<file path="config.mk">
export PLATFORM = sky130hd
export DESIGN_NAME = vending_coin_arbiter_flat
export DESIGN_NICKNAME = d
export VERILOG_FILES = /design/src/rtl/vending_coin_arbiter_if.sv /design/src/rtl/vending_coin_arbiter.sv /design/src/flat_wrapper.sv
export SDC_FILE = /design/constraint.sdc
export NUM_CORES = 1
export LEC_CHECK = 0
export BUFFER_PORTS_ARGS = -buffer_cell sky130_fd_sc_hd__clkbuf_2
export CELL_PAD_IN_SITES_DETAIL_PLACEMENT = 1
export CELL_PAD_IN_SITES_GLOBAL_PLACEMENT = 1
export CORE_MARGIN = 5
export CORE_UTILIZATION = 45
export DETAILED_ROUTE_END_ITERATION = 12
export PLACE_DENSITY = 0.95
export SYNTH_ARGS = -nofsm -noshare
export SYNTH_HDL_FRONTEND = slang
export SYNTH_SLANG_ARGS = --single-unit
</file>
<file path="constraint.sdc">
create_clock -name clock -period 9.1 [get_ports clock]
set_input_delay 1.365 -clock clock [delete_from_list [all_inputs] [get_ports clock]]
set_output_delay 1.365 -clock clock [all_outputs]
set_load 0.02 [all_outputs]
</file>
<file path="src/rtl/vending_coin_arbiter_if.sv">
// Coin-slot, vending-FSM and sale-report signals of vending_coin_arbiter.
// master = slots plus vending FSM side; slave = the arbiter.
interface vending_coin_arbiter_if #(
  parameter int N_REQ = 4,
  parameter int ID_W  = 2
);
  logic [N_REQ-1:0] req_valid;
  logic [N_REQ-1:0] req_dime;
  logic [N_REQ-1:0] req_ready;
  logic             vm_nickel;
  logic             vm_dime;
  logic             vm_dispense;
  logic             done_valid;
  logic [ID_W-1:0]  done_id;
  logic             done_change;
  logic             busy;
  logic             err;

  modport master (
    output req_valid, req_dime, vm_dispense,
    input  req_ready, vm_nickel, vm_dime, done_valid, done_id, done_change, busy, err
  );

  modport slave (
    input  req_valid, req_dime, vm_dispense,
    output req_ready, vm_nickel, vm_dime, done_valid, done_id, done_change, busy, err
  );
endinterface

</file>
<file path="src/rtl/vending_coin_arbiter.sv">
// Round-robin share of one 20-cent nickel/dime vending FSM between N_REQ coin slots.
// The winning slot owns the machine until its sale dispenses; err is sticky until reset.
module vending_coin_arbiter #(
  parameter int N_REQ        = 4,
  parameter int ID_W         = 2,
  parameter int DISP_TIMEOUT = 4
) (
  input logic                  clock,
  input logic                  reset,
  vending_coin_arbiter_if.slave bus
);
  localparam int CNT_W = $clog2(DISP_TIMEOUT + 1);

  typedef enum logic [1:0] {IDLE, ACTIVE, WAIT_DISP} state_t;

  state_t           state;
  state_t           state_next;
  logic [2:0]       credit;
  logic [2:0]       new_credit;
  logic [ID_W-1:0]  owner;
  logic [ID_W-1:0]  rr_ptr;
  logic [ID_W-1:0]  winner;
  logic             found;
  logic [CNT_W-1:0] wait_cnt;
  logic             timeout;
  logic             change_latch;
  logic [N_REQ-1:0] ready;
  logic             accept;
  logic             accept_dime;
  logic             vm_nickel;
  logic             vm_dime;
  logic             done_valid;
  logic [ID_W-1:0]  done_id;
  logic             done_change;
  logic             err;

  function automatic logic [ID_W-1:0] wrap_add(input logic [ID_W-1:0] base, input int k);
    int s;
    s = int'(base) + k;
    if (s >= N_REQ) s = s - N_REQ;
    return ID_W'(s);
  endfunction

  // First requesting slot at or after rr_ptr, wrapping.
  always_comb begin
    winner = '0;
    found  = 1'b0;
    for (int k = 0; k < N_REQ; k++) begin
      if (!found && bus.req_valid[wrap_add(rr_ptr, k)]) begin
        found  = 1'b1;
        winner = wrap_add(rr_ptr, k);
      end
    end
  end

  always_comb begin
    ready = '0;
    case (state)
      IDLE:    if (found) ready[winner] = 1'b1;
      ACTIVE:  ready[owner] = 1'b1;
      default: ready = '0;
    endcase
  end

  assign accept      = |(bus.req_valid & ready);
  assign accept_dime = |(bus.req_valid & bus.req_dime & ready);
  assign timeout     = (wait_cnt == CNT_W'(DISP_TIMEOUT));

  always_comb begin
    state_next = state;
    new_credit = credit + (accept_dime ? 3'd2 : 3'd1);
    case (state)
      IDLE:      if (accept) state_next = ACTIVE;
      ACTIVE:    if (accept && new_credit >= 3'd4) state_next = WAIT_DISP;
      WAIT_DISP: if (bus.vm_dispense || timeout) state_next = IDLE;
      default:   state_next = IDLE;
    endcase
  end

  always_ff @(posedge clock) begin
    if (reset) state <= IDLE;
    else       state <= state_next;
  end

  always_ff @(posedge clock) begin
    if (reset) begin
      credit       <= '0;
      owner        <= '0;
      rr_ptr       <= '0;
      wait_cnt     <= '0;
      change_latch <= 1'b0;
      vm_nickel    <= 1'b0;
      vm_dime      <= 1'b0;
      done_valid   <= 1'b0;
      done_id      <= '0;
      done_change  <= 1'b0;
      err          <= 1'b0;
    end else begin
      vm_nickel   <= accept & ~accept_dime;
      vm_dime     <= accept & accept_dime;
      done_valid  <= 1'b0;
      done_id     <= '0;
      done_change <= 1'b0;
      // A dispense outside WAIT_DISP means the downstream FSM is out of step with us.
      if (state != WAIT_DISP && bus.vm_dispense) err <= 1'b1;
      case (state)
        IDLE: begin
          if (accept) begin
            owner  <= winner;
            rr_ptr <= wrap_add(winner, 1);
            credit <= accept_dime ? 3'd2 : 3'd1;
          end
        end
        ACTIVE: begin
          if (accept) begin
            credit       <= new_credit;
            wait_cnt     <= '0;
            change_latch <= (new_credit == 3'd5);
          end
        end
        WAIT_DISP: begin
          if (bus.vm_dispense) begin
            done_valid  <= 1'b1;
            done_id     <= owner;
            done_change <= change_latch;
            credit      <= '0;
          end else if (timeout) begin
            err    <= 1'b1;
            credit <= '0;
          end else begin
            wait_cnt <= wait_cnt + 1'b1;
          end
        end
        default: ;
      endcase
    end
  end

  assign bus.req_ready   = ready;
  assign bus.vm_nickel   = vm_nickel;
  assign bus.vm_dime     = vm_dime;
  assign bus.done_valid  = done_valid;
  assign bus.done_id     = done_id;
  assign bus.done_change = done_change;
  assign bus.busy        = (state != IDLE);
  assign bus.err         = err;
endmodule

</file>
<file path="src/flat_wrapper.sv">
// flat-port wrapper written by rule: the top's interface ports become plain ports
module vending_coin_arbiter_flat 
#(
  parameter int N_REQ        = 4,
  parameter int ID_W         = 2,
  parameter int DISP_TIMEOUT = 4
)
  (clock, reset, bus_req_valid, bus_req_dime, bus_vm_dispense, bus_req_ready, bus_vm_nickel, bus_vm_dime, bus_done_valid, bus_done_id, bus_done_change, bus_busy, bus_err);
  vending_coin_arbiter_if #(.N_REQ(N_REQ), .ID_W(ID_W)) bus_i ();
  input logic clock;
  input logic reset;
  input wire logic [$bits(bus_i.req_valid)-1:0] bus_req_valid;
  input wire logic [$bits(bus_i.req_dime)-1:0] bus_req_dime;
  input wire logic [$bits(bus_i.vm_dispense)-1:0] bus_vm_dispense;
  output wire logic [$bits(bus_i.req_ready)-1:0] bus_req_ready;
  output wire logic [$bits(bus_i.vm_nickel)-1:0] bus_vm_nickel;
  output wire logic [$bits(bus_i.vm_dime)-1:0] bus_vm_dime;
  output wire logic [$bits(bus_i.done_valid)-1:0] bus_done_valid;
  output wire logic [$bits(bus_i.done_id)-1:0] bus_done_id;
  output wire logic [$bits(bus_i.done_change)-1:0] bus_done_change;
  output wire logic [$bits(bus_i.busy)-1:0] bus_busy;
  output wire logic [$bits(bus_i.err)-1:0] bus_err;
  assign bus_i.req_valid = bus_req_valid;
  assign bus_i.req_dime = bus_req_dime;
  assign bus_i.vm_dispense = bus_vm_dispense;
  assign bus_req_ready = bus_i.req_ready;
  assign bus_vm_nickel = bus_i.vm_nickel;
  assign bus_vm_dime = bus_i.vm_dime;
  assign bus_done_valid = bus_i.done_valid;
  assign bus_done_id = bus_i.done_id;
  assign bus_done_change = bus_i.done_change;
  assign bus_busy = bus_i.busy;
  assign bus_err = bus_i.err;
  vending_coin_arbiter #(.N_REQ(N_REQ), .ID_W(ID_W), .DISP_TIMEOUT(DISP_TIMEOUT)) u_core (.clock(clock), .reset(reset), .bus(bus_i));
endmodule
</file>
==> results.txt <==
The count of yosys warnings during synthesis is 0, and the clock period minus final worst setup slack is 4240 ps. Of the post-synthesis cell area, the dominant cell type holds 28.9%. The congestion estimate from routability-driven global placement came to 0.928. Number of global-route vias before repair: 1401.

The worst setup path is launched from a primary input. Synthesis inferred 20 register bits. The endpoint identified for the worst register-to-register timing path is u_core.change_latch. Post-CTS timing repair inserted 0 buffers for setup. The number of nets handed over by synthesis was 180.

X dimension of the die: 65.5 µm. STA classifies the critical path endpoint as an output port. The critical path class was primary input to output port. The logs give 15.0% for the clock share of power and 0 for the number of gates resized after cts. Of all cell types, the one taking the most synthesized area is sky130_fd_sc_hd__dfxtp_1. Critical-path maximum fanout: 10. The signed area change from the synthesized netlist to the final layout is 11.9%. On the final layout, the worst clock skew is 9.31 ps.

Of the synthesized area, sequential elements account for 28.9%. In this run the tool buffered the top-level ports with 22 buffer cells. The most critical setup path has its startpoint at bus_req_valid[2]. Final hold analysis gives a worst-case slack of 486 ps.

The worst pin sits at a relative slew slack of 47.5%. On the worst path, the slowest cell contributes a delay of 350 ps. Internal reg-to-reg setup slack: 5450 ps. The repair_antennas step left the layout with diodes totalling 0. The predominant post-synthesis flop cell was sky130_fd_sc_hd__dfxtp_1.

The number of hold-repair buffers added at the cts stage was 0. The floorplan step defined a die boundary enclosing 4290 µm². The tools report the critical hold path startpoint as u_core.change_latch. The post-detailed-route wirelength per cell is 18.5 µm. The pre-antenna-repair detailed-routing pass consisted of 4 iterations. The sum of net half-perimeters after detailed placement came out at 3050 µm. The count of nets left with antenna violations once routing finished came out at 0. The final worst-path cycle share was 46.5%; the maximum level of the CTS H-tree was 1. In this run the worst hold path is classified as flop to flop. The switching part of the total power works out to 47.1%. Traced cell by cell, the critical path runs through clkbuf_2, mux2i_1, o2bb2ai_1, or2_2, nor2_1, a32o_1, clkbuf_2. The later-pin clock latency in the skew report came out at 320 ps. The endpoint required time on the critical path was 7740 ps. Counting every sink on the clock net gives 20.

The analysis attributes to cell leakage a power of 0.661 nW. The number of cells on the worst reg-to-reg path was 13. Counting the fill cells in the layout gives 361. Per report_power, the sequential group accounts for 25.7% of the total. The cell-internal power was 0.000266 W.

Setup repair after global routing left no endpoint under its margin. For the worst setup path, the data arrival time is 2870 ps. TritonCTS built the clock tree. The max-slew violation total from the final report is 0. The run gives 0 as the number of antenna violations at the first check in global routing. The maximum number of pins on one net before global-route repair is 15, and the area inside the core boundary is 3000 µm². For this design the ratio of total power to cell area is 324 nW/µm².

The worst-case IR drop observed on VDD is 0.137 mV. The tool flagged a number of max-cap violations equal to 0. The tools report the combinational share of power as 59.3%. The run finished with clean final reports. Setup violations remaining at the end of the flow were counted as 0.

For the number of failing hold endpoints at the final stage, the log shows 0. The share of layout cells above drive strength 1 works out to 25.0%. The most numerous cell type found on the critical path is sky130_fd_sc_hd__clkbuf_2. Pin placement for this block handled 23 I/O pins. A synthesized cell averages 8.62 µm². After synthesis, the cell types taking the most area are sky130_fd_sc_hd__dfxtp_1, sky130_fd_sc_hd__ha_1, sky130_fd_sc_hd__nand2_1.

The analysis attributes to net switching a power of 0.000237 W. The number of rows in the core area was 20; the worst-margin pin slew was 787 ps. Following the worst setup path forward leads to its endpoint at bus_req_ready[3]. The effective utilization at floorplan is 46.2%. Global routing used 20.3% of the available tracks across all layers.

Summed negative setup slack over all endpoints: 0 ps. The clock transition time at the flip-flop clock pins of the worst setup and hold paths is 130 ps, and the first-pass GRT wire length is 6660 µm. The synthesized design contains 0 enable-type register cells. Synthesis instantiated 50 different standard cells from the library. The slowest stage of the critical path is the sky130_fd_sc_hd__or2_2 cell. Total clock buffers created by CTS: 3. Violation count after the first detailed-route iteration: 88.

In this run the critical register-to-register path is launched from u_core.state[0]. The root buffer selected by CTS was sky130_fd_sc_hd__clkbuf_4. Static timing analysis puts the maximum clock frequency at 0.236 GHz. For this run, design rule violations remaining after detail routing come to 0.

Summing every instance area after synthesis gives 1390 µm². The longest clock path from root to sink contains 2 buffers. For this run the aggregate overflow at the end of global routing stands at 0. Using the TritonRoute via totals, the vias-per-cell ratio works out to 6.12.

Share of flip-flops with an asynchronous set or reset after synthesis: 0%. The detailed router placed 1303 vias in this run. Die height: 65.5 µm. Routed wire length: 3930 µm.

After technology mapping, the gate count stands at 161. The final layout net count is 200.
-- flip-flops by register name, summed over array words and instances (netlist names) --
register and flops:
u_core.rr_ptr 2, u_core.credit 3, u_core.bus.vm_nickel 1, u_core.change_latch 1, u_core.state 2, u_core.bus.done_valid 1
u_core.bus.vm_dime 1, u_core.wait_cnt 3, u_core.owner 2, u_core.bus.done_change 1, u_core.bus.err 1, u_core.bus.done_id 2
-- critical path, delay by kind of cell --
| kind | cells | cell delay (ps) |
|---|---|---|
| buffers and inverters | 2 | 370 |
| AOI/OAI and AO/OA | 2 | 330 |
| and+or+nand+nor | 2 | 580 |
| muxes | 1 | 230 |
-- cells by family after synthesis --
logic type | Yosys count | synth area share, %
muxes | 6 | 6.40
xor gates and xnor gates | 1 | 0.631
and+or+nand+nor | 62 | 23.9
buffers and inverters | 20 | 6.31
AOI/OAI and AO/OA | 44 | 26.2
adders and majority gates | 8 | 7.75
DFF | 20 | 28.9
-- layer usage --
layer	vias to the layer above	part of all wire (%)	track usage, %
li1	618	-	-
met1	641	43	22.5
met2	34	51	36.7
met3	10	4.0	5.47
met4	0	2.6	7.25
met5	-	0	0
-- how the worst min path moves through the flow --
stage / cells past startpoint / to / slack (ps)
6_report: 2 / u_core.change_latch / 490
5_1_grt: 2 / u_core.change_latch / 520
4_1_cts: 1 / u_core.bus.done_change / 490
3_5_place_dp: 1 / u_core.bus.done_change / 450
3_3_place_gp: 1 / u_core.bus.done_change / 430
2_1_floorplan: 1 / u_core.bus.done_change / 420
-- layout make-up --
cell class              instances  area [µm²]  area share [%]
well taps                      33        41.3            2.66
repair buffers                 22         110            7.09
inverters                      13        48.8            3.14
clock buffers                   3        22.5            1.45
clock inverters                 1        30.0            1.93
flip-flops and latches         20         400            25.8
multi-input cells             121         900            57.9
-- cells in the final DEF (no fill, tap or decap), types with 4 or more instances in the layout --
master	count
sky130_fd_sc_hd__and2_1	6
sky130_fd_sc_hd__clkbuf_2	22
sky130_fd_sc_hd__a21oi_1	11
sky130_fd_sc_hd__nor2_1	8
sky130_fd_sc_hd__mux2i_1	4
sky130_fd_sc_hd__o21ai_0	7
sky130_fd_sc_hd__ha_1	7
sky130_fd_sc_hd__nand2b_1	6
sky130_fd_sc_hd__dfxtp_1	20
sky130_fd_sc_hd__nand2_1	21
sky130_fd_sc_hd__nand3_1	6
sky130_fd_sc_hd__inv_1	12
-- synth_stat cells (all sizes together) (2+ instances only) --
master,number
a211o,3
a211oi,3
a21oi,12
a221oi,2
a32o,2
and2,6
and3,2
buf,3
clkbuf,4
dfxtp,20
ha,7
inv,13
mux2i,4
mux4,2
nand2,21
nand2b,6
nand3,6
nand4b,2
nor2,8
nor3,2
o21ai,8
o21bai,2
o32ai,2
or2,3
or4,2
-- through the flow --
step | setup slack (ps) | power (W) | utilization [%] | instances | instance area, µm²
2_1_floorplan | 4970 | 0.000351 | - | 161 | 1390
3_3_place_gp | 4750 | 0.000407 | 50.0 | 209 | 1500
3_5_place_dp | 4630 | 0.000422 | 50.0 | 209 | 1500
4_1_cts | 4910 | 0.000500 | 51.7 | 213 | 1550
5_1_grt | 4740 | 0.000539 | 51.7 | 213 | 1550
6_report | 4860 | 0.000503 | 51.7 | 213 | 1550
-- power groups by stage --
stage | clock network [W] | registers (W) | logic, W
6_report | 0.0000753 | 0.000129 | 0.000298
5_1_grt | 0.0000803 | 0.000132 | 0.000327
4_1_cts | 0.0000766 | 0.000129 | 0.000295
3_5_place_dp | 0 | 0.000131 | 0.000291
3_3_place_gp | 0 | 0.000130 | 0.000277
2_1_floorplan | 0 | 0.000126 | 0.000225
Note: power is estimated with default switching activity, not from simulation.
